## config.mk

```make
export PLATFORM = sky130hd
export DESIGN_NAME = uart_tx_fifo_flat
export DESIGN_NICKNAME = d
export VERILOG_FILES = /design/src/rtl/uart_fifo_pkg.sv /design/src/rtl/uart_tx_fifo_if.sv /design/src/rtl/fifo_mem.sv /design/src/rtl/uart_tx_fifo.sv /design/src/flat_wrapper.sv
export SDC_FILE = /design/constraint.sdc
export NUM_CORES = 1
export LEC_CHECK = 0
export ABC_AREA = 1
export BUFFER_PORTS_ARGS = -buffer_cell sky130_fd_sc_hd__buf_2
export CORE_UTILIZATION = 50
export DETAILED_ROUTE_END_ITERATION = 8
export PLACE_DENSITY = 0.69
export SYNTH_ARGS = -nofsm -noshare
export SYNTH_HDL_FRONTEND = slang
export SYNTH_SLANG_ARGS = --single-unit
```

## constraint.sdc

```tcl
create_clock -name clk_fifo_tx -period 2.2 [get_ports clk_fifo_tx]
set_input_delay 0 -clock clk_fifo_tx [delete_from_list [all_inputs] [get_ports clk_fifo_tx]]
set_output_delay 0 -clock clk_fifo_tx [all_outputs]
set_load 0.03 [all_outputs]
```

## src/rtl/uart_fifo_pkg.sv

```systemverilog
// Shared constants and helpers for the UART TX/RX FIFOs.
package uart_fifo_pkg;

    localparam int unsigned DEF_DATA_W    = 8;
    localparam int unsigned DEF_DEPTH     = 16;
    localparam int unsigned DEF_AFULL_LVL = DEF_DEPTH - 2;

    // Occupancy counter width: one extra bit so the count can reach DEPTH.
    function automatic int unsigned lvl_w(input int unsigned depth);
        return $clog2(depth) + 1;
    endfunction

endpackage

```

## src/rtl/uart_tx_fifo_if.sv

```systemverilog
// Host/UART handshake bundle for the TX FIFO; master drives requests, slave is the FIFO.
interface uart_tx_fifo_if
    import uart_fifo_pkg::*;
#(
    parameter int unsigned DATA_W = DEF_DATA_W,
    parameter int unsigned DEPTH  = DEF_DEPTH
);

    logic [DATA_W-1:0]         data_in;
    logic                      wr_en;
    logic                      rd_en;
    logic                      flush;
    logic                      clr_err;
    logic [DATA_W-1:0]         data_out;
    logic                      data_valid;
    logic                      full;
    logic                      empty;
    logic                      almost_full;
    logic [lvl_w(DEPTH)-1:0]   level;
    logic                      overflow;
    logic                      underflow;

    modport master (
        output data_in, wr_en, rd_en, flush, clr_err,
        input  data_out, data_valid, full, empty, almost_full, level, overflow, underflow
    );

    modport slave (
        input  data_in, wr_en, rd_en, flush, clr_err,
        output data_out, data_valid, full, empty, almost_full, level, overflow, underflow
    );

endinterface

```

## src/rtl/fifo_mem.sv

```systemverilog
// Simple dual-port array: synchronous write, registered read with enable.
module fifo_mem #(
    parameter int unsigned DATA_W = 8,
    parameter int unsigned DEPTH  = 16
) (
    input  logic                     clk,
    input  logic                     rst_n,
    input  logic                     we,
    input  logic [$clog2(DEPTH)-1:0] waddr,
    input  logic [DATA_W-1:0]        wdata,
    input  logic                     re,
    input  logic [$clog2(DEPTH)-1:0] raddr,
    output logic [DATA_W-1:0]        rdata
);

    logic [DATA_W-1:0] mem [DEPTH];

    // Array contents are deliberately left unreset.
    always_ff @(posedge clk) begin
        if (we) begin
            mem[waddr] <= wdata;
        end
    end

    // Same-address read and write returns the old word.
    always_ff @(posedge clk or negedge rst_n) begin
        if (!rst_n) begin
            rdata <= '0;
        end else if (re) begin
            rdata <= mem[raddr];
        end
    end

endmodule

```

## src/rtl/uart_tx_fifo.sv

```systemverilog
// Parametrised UART transmit FIFO with occupancy flags and sticky error reporting.
module uart_tx_fifo
    import uart_fifo_pkg::*;
#(
    parameter int unsigned DATA_W    = DEF_DATA_W,
    parameter int unsigned DEPTH     = DEF_DEPTH,
    parameter int unsigned AFULL_LVL = DEPTH - 2
) (
    input  logic           clk_fifo_tx,
    input  logic           rst_n,
    uart_tx_fifo_if.slave  bus
);

    localparam int unsigned PtrW = $clog2(DEPTH);
    localparam int unsigned LvlW = lvl_w(DEPTH);

    logic [PtrW-1:0] wr_ptr_q, wr_ptr_d;
    logic [PtrW-1:0] rd_ptr_q, rd_ptr_d;
    logic [LvlW-1:0] level_q, level_d;
    logic            valid_q, valid_d;
    logic            overflow_q, overflow_d;
    logic            underflow_q, underflow_d;

    logic is_full, is_empty;
    logic push_ok, pop_ok;
    logic ovf_evt, unf_evt;

    assign is_full  = (level_q == LvlW'(DEPTH));
    assign is_empty = (level_q == '0);

    // Flush suppresses every access, including error detection.
    assign pop_ok  = bus.rd_en && !is_empty && !bus.flush;
    assign push_ok = bus.wr_en && (!is_full || pop_ok) && !bus.flush;
    assign ovf_evt = bus.wr_en && !push_ok && !bus.flush;
    assign unf_evt = bus.rd_en && is_empty && !bus.flush;

    always_comb begin
        wr_ptr_d    = wr_ptr_q;
        rd_ptr_d    = rd_ptr_q;
        level_d     = level_q;
        valid_d     = pop_ok;
        overflow_d  = (overflow_q && !bus.clr_err) || ovf_evt;
        underflow_d = (underflow_q && !bus.clr_err) || unf_evt;

        if (bus.flush) begin
            wr_ptr_d = '0;
            rd_ptr_d = '0;
            level_d  = '0;
        end else begin
            if (push_ok) begin
                wr_ptr_d = wr_ptr_q + PtrW'(1);
            end
            if (pop_ok) begin
                rd_ptr_d = rd_ptr_q + PtrW'(1);
            end
            if (push_ok && !pop_ok) begin
                level_d = level_q + LvlW'(1);
            end else if (pop_ok && !push_ok) begin
                level_d = level_q - LvlW'(1);
            end
        end
    end

    always_ff @(posedge clk_fifo_tx or negedge rst_n) begin
        if (!rst_n) begin
            wr_ptr_q    <= '0;
            rd_ptr_q    <= '0;
            level_q     <= '0;
            valid_q     <= 1'b0;
            overflow_q  <= 1'b0;
            underflow_q <= 1'b0;
        end else begin
            wr_ptr_q    <= wr_ptr_d;
            rd_ptr_q    <= rd_ptr_d;
            level_q     <= level_d;
            valid_q     <= valid_d;
            overflow_q  <= overflow_d;
            underflow_q <= underflow_d;
        end
    end

    fifo_mem #(
        .DATA_W (DATA_W),
        .DEPTH  (DEPTH)
    ) u_mem (
        .clk   (clk_fifo_tx),
        .rst_n (rst_n),
        .we    (push_ok),
        .waddr (wr_ptr_q),
        .wdata (bus.data_in),
        .re    (pop_ok),
        .raddr (rd_ptr_q),
        .rdata (bus.data_out)
    );

    assign bus.data_valid  = valid_q;
    assign bus.level       = level_q;
    assign bus.full        = is_full;
    assign bus.empty       = is_empty;
    assign bus.almost_full = (level_q >= LvlW'(AFULL_LVL));
    assign bus.overflow    = overflow_q;
    assign bus.underflow   = underflow_q;

endmodule

```

## src/flat_wrapper.sv

```systemverilog
// flat-port wrapper written by rule: the top's interface ports become plain ports
module uart_tx_fifo_flat import uart_fifo_pkg::*;
#(
    parameter int unsigned DATA_W    = DEF_DATA_W,
    parameter int unsigned DEPTH     = DEF_DEPTH,
    parameter int unsigned AFULL_LVL = DEPTH - 2
)
  (clk_fifo_tx, rst_n, bus_data_in, bus_wr_en, bus_rd_en, bus_flush, bus_clr_err, bus_data_out, bus_data_valid, bus_full, bus_empty, bus_almost_full, bus_level, bus_overflow, bus_underflow);
  uart_tx_fifo_if #(.DATA_W(DATA_W), .DEPTH(DEPTH)) bus_i ();
  input  logic clk_fifo_tx;
  input  logic rst_n;
  input wire logic [$bits(bus_i.data_in)-1:0] bus_data_in;
  input wire logic [$bits(bus_i.wr_en)-1:0] bus_wr_en;
  input wire logic [$bits(bus_i.rd_en)-1:0] bus_rd_en;
  input wire logic [$bits(bus_i.flush)-1:0] bus_flush;
  input wire logic [$bits(bus_i.clr_err)-1:0] bus_clr_err;
  output wire logic [$bits(bus_i.data_out)-1:0] bus_data_out;
  output wire logic [$bits(bus_i.data_valid)-1:0] bus_data_valid;
  output wire logic [$bits(bus_i.full)-1:0] bus_full;
  output wire logic [$bits(bus_i.empty)-1:0] bus_empty;
  output wire logic [$bits(bus_i.almost_full)-1:0] bus_almost_full;
  output wire logic [$bits(bus_i.level)-1:0] bus_level;
  output wire logic [$bits(bus_i.overflow)-1:0] bus_overflow;
  output wire logic [$bits(bus_i.underflow)-1:0] bus_underflow;
  assign bus_i.data_in = bus_data_in;
  assign bus_i.wr_en = bus_wr_en;
  assign bus_i.rd_en = bus_rd_en;
  assign bus_i.flush = bus_flush;
  assign bus_i.clr_err = bus_clr_err;
  assign bus_data_out = bus_i.data_out;
  assign bus_data_valid = bus_i.data_valid;
  assign bus_full = bus_i.full;
  assign bus_empty = bus_i.empty;
  assign bus_almost_full = bus_i.almost_full;
  assign bus_level = bus_i.level;
  assign bus_overflow = bus_i.overflow;
  assign bus_underflow = bus_i.underflow;
  uart_tx_fifo #(.DATA_W(DATA_W), .DEPTH(DEPTH), .AFULL_LVL(AFULL_LVL)) u_core (.clk_fifo_tx(clk_fifo_tx), .rst_n(rst_n), .bus(bus_i));
endmodule
```

# After elaboration in Yosys (flattened, before gate mapping)
# Memory sizes are Yosys's and may differ from the RTL's. A register that Yosys moved wholly into a read port is not among the register bits.
# Cells that the tools add are included.
# Widths: inputs -> output; s select.
[word_totals]
register_bits = 16
mem_bits_rw = 128
in_bits = 14
output_inout_bits = 19
mem_count = 1
[op_classes]
n_addsub = 4
n_lt_le_gt_ge = 1
eq_ne = 1
n_mux = 9
n_reduce_logical = 26
[memory_table]
columns = ["memory", "words", "width", "read_ports", "rd_clocked_by_memory_dff", "write_ports", "line", "text"]
rows = [
  ["u_core.u_mem.mem", 16, 8, 1, 1, 1, "fifo_mem.sv:16", "logic [DATA_W-1:0] mem [DEPTH];"],
]
[ops]
columns = ["op", "n"]
rows = [
  ["$mux 4", 4],
  ["$mux 5", 3],
  ["$logic_and 1x1->1", 12],
  ["$add 4x1->4 const B", 2],
  ["$logic_not 1->1", 7],
  ["$add 5x1->5 const B", 1],
  ["$eq 5x5->1 const B", 1],
  ["$ge 5x4->1 const B", 1],
  ["$logic_not 5->1", 1],
  ["$sub 5x1->5 const B", 1],
  ["$reduce_bool 2->1", 2],
  ["$logic_or 1x1->1", 3],
  ["$reduce_bool 3->1", 1],
  ["$mux 1", 2],
]

# Longest topological paths before layout
# Gate-level depths: netlist (run 1).
[depth]
depth_word = 12
ltp_mapped = 15

# Hierarchy
# From an unflattened synthesis (run 1), not the netlist that was laid out.
[hier_totals]
hier_cells = 588
area_unflattened_um2 = 6580.1
[modules_own_cells]
columns = ["module", "instances", "cells_per_inst", "area_each_um2", "seq_area_each_um2"]
rows = [
  ["fifo_mem", 1, 483, 5635.4, 4043.9],
  ["uart_tx_fifo", 1, 105, 944.7, 400.4],
]

# Worst setup path after synthesis (run 1)
# No wires, ideal clock.
[synth_timing]
path_type = "reg2reg"
startpoint = "reg u_core.level_q[1], in the netlist u_core.bus.level[1]"
endpoint = "reg u_core.level_q[4], in the netlist u_core.bus.level[4]"
setup_time_ns = 0.118
arrival_time_ns = 2.091
path_slack_ns = -0.008
stages_incl_launch_ff = 14
n_path_buf = 0
cell_sequence = "dfrtp_1 -> nor2_4 -> nand3_2 -> nand2_4 -> nand4_4 -> fa_1 -> nand3_1 -> nand3_1 -> nand2_1 -> inv_1 -> nand2_1 -> nand2_1 -> nand2_1 -> nand2_1"
[synth_via]
elab_chain_cells = 10
elab_cells_between_ends = 19
cone_classes = "add/sub: 2; eq/ne: 1; mux: 3; reduce/logical: 13"
[synth_lines]
columns = ["item", "line", "text"]
rows = [
  ["start, declared", "uart_tx_fifo.sv:19", "logic [LvlW-1:0] level_q, level_d;"],
  ["start signal, assigned", "uart_tx_fifo.sv:75", "level_q <= level_d;"],
  ["parallel branches: the longest is 10 deep, another holds $sub 5x1->5", "-", ""],
]
# Several ways; the timed one is not identified. The select of a mux whose other input is x is not followed.
# A chain may end at the register's enable or synchronous reset.

# Worst setup path after layout (run 1)
# Same ends and word-level chain as after synthesis.

==> run summary, run 1 <==
vias in the first global route -> 4200
Die ar. -> 0.0134 sq mm
most common cell after layout, fill and taps aside -> edfxtp_1
mean area per synthesized cell -> 11.0 sq um
Critical Path Sink Type -> flip-flop
Yosys reg bits -> 152
Worst Tran Pin Value -> 1.07 ns
DPL Wire Length -> 9170 um
Synth area leaders -> edfxtp_1 59%, dfrtp_1 9.3%, nor2_1 7.4%
Synthesized Nets -> 613
post-DR wirelength/cell -> 17.5 um
Hold Crit Class -> in2reg
CTS root buffer -> clkbuf_16
DRT antenna net count -> 0
Worst Setup Path Type -> reg2reg
row count -> 41
FF+latch area -> 0.00445 sq mm
status -> finished clean
Post-route DRC -> 0
WHS Endpoint -> u_core.u_mem.mem[6][7]
TritonCTS clock tree -> done
1st-iter DRT viols -> 441
switching share of power -> 33.8%
Vias -> 4420
DRT Pass-1 Iters -> 5
Slew HR -> 28.1%
CTS clk-pin slew, worst paths -> 0.06 ns
Crit path required time -> 2.51 ns
antenna violations before repair -> 0
layout cells sized above 1 -> 14.9%
most frequent cells in the layout -> 128 x edfxtp_1, 126 x nor2_1, 99 x nand2_1
Max-Cap Viols -> 0
part of the power in combinational logic -> 30.9%
Min Hold Slack -> 0.00859 ns
clock power share -> 31.1%
final WL -> 14400 um
register area share after synthesis -> 68.5%
antenna cells -> 0
Reg2Reg Depth -> 13
num ports -> 33
Power Dens Cells -> 1200 mW/mm^2
Worst R2R Start -> u_core.bus.level[1]
Nets -> 663
Max Buffers Root-to-Sink -> 2
critical path startpoint category -> flip-flop
H-tree depth -> 4
Num CTS Buffers -> 17
Slew Viols, Final -> 0
Pint -> 0.00599 W
Distinct cells, synth -> 29
Synth-to-Final Area Change -> 16.6%
Reg power frac -> 38.0%
Worst Hold Launch -> bus_data_in[7]
critical-path maximum fanout -> 7
gr usage total -> 23.4%
gr ovfl total -> 0
area of the multi-input gates -> 0.00185 sq mm
r2r setup slk -> 0.11 ns
Worst Hold Depth -> 1
Peak VDD IR -> 0.742 mV
post-synthesis cell area -> 0.00649 sq mm
fmax -> 478 MHz
Final Cycle Share -> 95.1%
post-synth top area share -> 59.2%
CORE AREA -> 0.0126 sq mm
CP arrival -> 2.40 ns
Leak Pwr -> 2.93 nW
Post-Synthesis Cells -> 589
gpl congestion -> 0.874
dpl cells -> 781
die span in x -> 116 um
fin cells -> 824
Ys Warns -> 0
area leader, netlist -> edfxtp_1
initial core utilization -> 51.4%
net switching power -> 0.00306 W
minimum clock period after layout -> 2.09 ns
first-pass GRT wire length -> 22600 um
Clock Latency Late Sink -> 0.42 ns
Die Height -> 116 um
via/cell ratio -> 5.36
largest net degree at the start of global routing -> 67
CTS Sinks -> 152
final setup vio count -> 0
Final Hold Violating Endpoints -> 0
Fillers -> 1034
FF-to-FF End -> u_core.bus.level[4]
IO Port Bufs -> 32
unrepaired setup endpoints after global routing -> true
Setup Skew -> 0.00748 ns
worst max-delay path by stage:
| stage | start | to | slack (ns) | depth (start not counted) |
|---|---|---|---|---|
| finish | u_core.bus.level[1] | u_core.bus.level[4] | 0.11 | 13 |
| global route | u_core.bus.level[1] | u_core.bus.level[4] | -0.08 | 13 |
| CTS | u_core.bus.level[1] | u_core.bus.level[4] | 0.0007 | 13 |
| detailed placement | u_core.bus.level[1] | u_core.bus.level[4] | -0.004 | 13 |
| global placement | u_core.bus.level[1] | u_core.bus.level[4] | 0.14 | 13 |
| floorplan | u_core.bus.level[3] | u_core.bus.level[4] | 0.008 | 13 |
cell usage after synthesis:
| cell | instances |
|---|---|
| o22ai_1 | 2 |
| inv_1 | 16 |
| clkinv_1 | 2 |
| inv_2 | 5 |
| nand2_2 | 1 |
| nor2_1 | 128 |
| nor2_4 | 2 |
| ha_1 | 9 |
| o21ai_4 | 1 |
| a21oi_4 | 1 |
| a21oi_1 | 3 |
| fa_1 | 1 |
| nand3_1 | 61 |
| nand2_1 | 99 |
| nand4_1 | 1 |
| o21ai_1 | 53 |
| nand2_4 | 2 |
| xnor2_1 | 1 |
| clkbuf_1 | 7 |
| nand4_4 | 1 |
| o21ai_0 | 11 |
| buf_1 | 1 |
| nor3_1 | 7 |
| nand3_2 | 2 |
| xor2_1 | 1 |
| buf_4 | 6 |
| buf_2 | 13 |
| edfxtp_1 | 128 |
| dfrtp_1 | 24 |
power groups by stage:
stage | registers (W) | clock network [W] | logic [W]
CTS | 0.00344 | 0.00283 | 0.00275
global placement | 0.00348 | 0 | 0.00267
global route | 0.00346 | 0.00295 | 0.00313
finish | 0.00344 | 0.00281 | 0.00279
detailed placement | 0.00349 | 0 | 0.00272
floorplan | 0.00374 | 0 | 0.00176
metal layers:
layer  vias up  global-route usage, %  part of all wire, %
met1      2130                   31.6                   43
met5         -                      0                    0
met3        29                   4.13                  4.5
li1       2124                      -                    -
met2       137                   36.9                   50
met4         0                   11.1                  2.9
kinds of logic after synthesis:
family                   Yosys count  share of synthesized area (%)
AND/OR/NAND/NOR                  304                           19.9
flip-flops                       152                           68.5
AO/OA/AOI/OAI                     71                           5.86
buffers and inverters             50                           3.49
adder cells (fa/ha/maj)           10                           2.04
XOR/XNOR                           2                          0.270
critical path: stages (launching register included):
cell and delay [ns]:
dfrtp_2 0.47, nor2_4 0.14, nand3_2 0.10, nand2_4 0.10
nand4_4 0.18, fa_2 0.40, nand3_1 0.12, nand3_1 0.08
nand2_1 0.10, inv_1 0.06, nand2_1 0.07, nand2_1 0.05
nand2_1 0.07, nand2_1 0.05
registers in the layout, indices dropped and copies added (netlist names):
signal and flops:
u_core.u_mem.rdata 8, u_core.bus.level 5, u_core.bus.overflow 1, u_core.wr_ptr_q 4, u_core.bus.underflow 1, u_core.bus.data_valid 1, u_core.u_mem.mem 128, u_core.rd_ptr_q 4
what timing repair did:
item	in CTS	in global routing
hold endpoints to repair	44	0
setup endpoints to repair	0	18
hold buffers	9	0
buffers inserted	0	2
gates resized for setup	0	6
metrics by stage:
step	setup slack [ns]	cell area [sq um]	TNS, ns	utilization [%]	power [W]
floorplan	0.00823	6490	0	-	0.00551
global placement	0.137	6870	0	54.4	0.00615
detailed placement	-0.00397	6870	-0.00397	54.4	0.00622
CTS	0.000662	7520	0	59.6	0.00902
global route	-0.0824	7570	-0.0824	60.0	0.00954
finish	0.107	7570	0	60.0	0.00905
layout make-up:
| type | instances | area share, % |
|---|---|---|
| clock buffers | 18 | 5.67 |
| clock inverters | 14 | 1.82 |
| inverters | 23 | 1.14 |
| multi-input cells | 387 | 24.5 |
| flip-flops and latches | 152 | 58.8 |
| well taps | 172 | 2.84 |
| repair buffers | 58 | 5.32 |
No activity file was read; power rests on OpenSTA's default activity.
==> run 2, diff against run 1 <==
--- a/config.mk
+++ b/config.mk
@@ -6,10 +6,10 @@
 export NUM_CORES = 1
 export LEC_CHECK = 0
 export ABC_AREA = 1
-export BUFFER_PORTS_ARGS = -buffer_cell sky130_fd_sc_hd__buf_2
 export CORE_UTILIZATION = 50
 export DETAILED_ROUTE_END_ITERATION = 8
-export PLACE_DENSITY = 0.69
+export DONT_BUFFER_PORTS = 1
+export PLACE_DENSITY = 0.67
 export SYNTH_ARGS = -nofsm -noshare
 export SYNTH_HDL_FRONTEND = slang
 export SYNTH_SLANG_ARGS = --single-unit
==> run 2 against run 1 <==
Effect of this change: sequential share of layout area grew 0.65 points; critical path depth is the same; cell count shrank 2.8%; register-to-register slack gained 0.07 ns; count of clock-buffer cells in the layout is the same; routed wire length shrank 1.2%; clock skew grew 0.00077 ns; first-iteration DRC count grew 12%; via count shrank 2.8%; die area is the same; global-route usage shrank 0.37 points; non-clock buffer count shrank 23; largest cell class unchanged; largest power group unchanged.
==> run summary, run 2 (synthesis results as in run 1) <==
gr ovfl total -> 0 (unchanged)
DRT antenna net count -> 0 (unchanged)
setup ws final -> 0.179 ns (was 0.107 ns)
IO Port Bufs -> 0 (was 32)
H-tree depth -> 4 (unchanged)
vias in the first global route -> 4088 (was 4200)
Final TNS setup -> 0 ns (unchanged)
CORE AREA -> 0.0126 sq mm (unchanged)
Crit path required time -> 2.52 ns (was 2.51 ns)
initial core utilization -> 51.4% (unchanged)
antenna violations before repair -> 0 (unchanged)
Pint -> 0.00589 W (was 0.00599 W)
final WL -> 14300 um (was 14400 um)
switching share of power -> 34.3% (was 33.8%)
Die Height -> 116 um (unchanged)
critical-path maximum fanout -> 10 (was 7)
Crit path largest cell delay -> 0.42 ns (was 0.47 ns)
die span in x -> 116 um (unchanged)
unrepaired setup endpoints after global routing -> false (was true)
gpl congestion -> 0.806 (was 0.874)
Slew HR -> 27.9% (was 28.1%)
Max Buffers Root-to-Sink -> 2 (unchanged)
via/cell ratio -> 5.36 (about the same)
Reg2Reg Depth -> 13 (unchanged)
CTS clk-pin slew, worst paths -> 0.06 ns (about the same)
fmax -> 495 MHz (was 478 MHz)
max FFs per register -> 128 (unchanged)
status -> finished clean (unchanged)
Peak VDD IR -> 0.888 mV (was 0.742 mV)
Worst R2R Start -> u_core.bus.level[1] (unchanged)
part of the power in combinational logic -> 27.2% (was 30.9%)
DRT Pass-1 Iters -> 5 (unchanged)
Nets -> 640 (was 663)
Worst Setup Path Type -> reg2reg (unchanged)
1st-iter DRT viols -> 496 (was 441)
Die ar. -> 0.0134 sq mm (unchanged)
Placed Area -> 0.00673 sq mm (was 0.00687 sq mm)
Hold Crit Class -> in2async (was in2reg)
Num CTS Buffers -> 17 (unchanged)
dpl cells -> 753 (was 781)
Worst Tran Pin Value -> 1.08 ns (was 1.07 ns)
CP max-delay cell -> dfrtp_2 (unchanged)
CTS Sinks -> 152 (unchanged)
critical path startpoint category -> flip-flop (unchanged)
most used cell, CP -> nand2_1 (unchanged)
clock power share -> 32.6% (was 31.1%)
Vias -> 4297 (was 4420)
largest net degree at the start of global routing -> 41 (was 67)
net switching power -> 0.00308 W (was 0.00306 W)
Final Cycle Share -> 91.9% (was 95.1%)
antenna cells -> 0 (unchanged)
Post-CTS Setup Bufs -> 0 (unchanged)
row count -> 41 (unchanged)
Setup Skew -> 0.00825 ns (was 0.00748 ns)
r2r setup slk -> 0.18 ns (was 0.11 ns)
Reg power frac -> 40.2% (was 38.0%)
final setup vio count -> 0 (unchanged)
DPL Wire Length -> 8840 um (was 9170 um)
crit-path cells -> nor2_4, nand3_2, nand2_4, nand4_4, ha_1, a21oi_1, nand3_1, nand2_1, inv_1, nand2_1, nand2_1, nand2_1, nand2_1 (was nor2_4, nand3_2, nand2_4, nand4_4, fa_2, nand3_1, nand3_1, nand2_1, inv_1, nand2_1, nand2_1, nand2_1, nand2_1)
first-pass GRT wire length -> 21900 um (was 22600 um)
Fillers -> 1024 (was 1034)
largest register by flop count -> u_core.u_mem.mem (unchanged)
Post-route DRC -> 0 (unchanged)
fin area -> 0.00749 sq mm (was 0.00757 sq mm)
dpl ws -> 0.173 ns (was -0.00397 ns)
Max-Cap Viols -> 0 (unchanged)
worst setup path endpoint -> u_core.bus.level[4] (unchanged)
CTS root buffer -> clkbuf_16 (unchanged)
most frequent cells in the layout -> 128 x nor2_1, 128 x edfxtp_1, 99 x nand2_1 (was 128 x edfxtp_1, 126 x nor2_1, 99 x nand2_1)
Clock Latency Late Sink -> 0.43 ns (was 0.42 ns)
TritonCTS clock tree -> done (unchanged)
Slew Viols, Final -> 0 (unchanged)
FF-to-FF End -> u_core.bus.level[4] (unchanged)
minimum clock period after layout -> 2.02 ns (was 2.09 ns)
gr usage total -> 23.0% (was 23.4%)
Critical Path Sink Type -> flip-flop (unchanged)
layout cells sized above 1 -> 10.8% (was 14.9%)
Synth-to-Final Area Change -> 15.3% (was 16.6%)
Leak Pwr -> 2.83 nW (was 2.93 nW)
post-DR wirelength/cell -> 17.8 um (was 17.5 um)
Final Hold Violating Endpoints -> 0 (unchanged)
fin cells -> 801 (was 824)
num ports -> 33 (unchanged)
Power Dens Cells -> 1200 mW/mm^2 (about the same)
Worst Setup SP -> u_core.bus.level[1] (unchanged)
CP arrival -> 2.34 ns (was 2.40 ns)
==> run 2: worst min path at each step <==
stage | startpoint | end | slack (ns)
after floorplan | rst_n | u_core.bus.data_valid | -0.30
after global placement | rst_n | u_core.bus.data_valid | -0.30
after detailed placement | rst_n | u_core.bus.data_valid | -0.30
after CTS | bus_clr_err | u_core.bus.underflow | 0.23
after global routing | bus_clr_err | u_core.bus.underflow | 0.28
final | rst_n | u_core.bus.data_valid | 0.23
==> run 2: power by group through the flow <==
stage | clock [W] | sequential, W | combinational [W]
after global placement | 0 | 0.00366 | 0.00231
after detailed placement | 0 | 0.00366 | 0.00234
after CTS | 0.00295 | 0.00360 | 0.00244
after global routing | 0.00307 | 0.00362 | 0.00272
final | 0.00292 | 0.00360 | 0.00244
after floorplan | 0 | 0.00374 | 0.00176
==> run 2: per-layer routing <==
metal  GRT usage (%)  part of all wire, %
met1            30.6                   45
met2            35.5                   47
met3            6.43                  5.8
met4            10.0                  2.1
met5               0                    0
==> run 2: cell type report <==
type                            instances  area (sq um)  area share, %
Inverter                               23          86.3           1.15
Clock inverter                         14           156           2.09
Tap cell                              172           215           2.87
Sequential cell                       152          4450           59.4
Multi-Input combinational cell        387          1830           24.4
Clock buffer                           18           439           5.87
Timing Repair Buffer                   35           315           4.21
==> run 2: worst max-delay path: cells and delay by family, from the launching register on <==
| family | cells | cell delay [ns] |
|---|---|---|
| compound gates | 1 | 0.20 |
| buf+inv | 1 | 0.04 |
| flops | 1 | 0.42 |
| fa+ha+maj | 1 | 0.36 |
| simple gates | 10 | 0.89 |
==> run 2: repair_timing <==
action | 4_1_cts | 5_1_grt
endpoints found under the setup margin | 0 | 13
hold endpoints to repair | 175 | 1
hold buffers | 16 | 1
resized for setup | 0 | 1
==> run 2: through the flow <==
step                      util [%]  total power (W)  hold slack [ns]
after floorplan                  -          0.00551           -0.296
after global placement        53.3          0.00597           -0.295
after CTS                     59.3          0.00899            0.234
final                         59.3          0.00897            0.227
after global routing          59.3          0.00941            0.284
after detailed placement      53.3          0.00600           -0.295
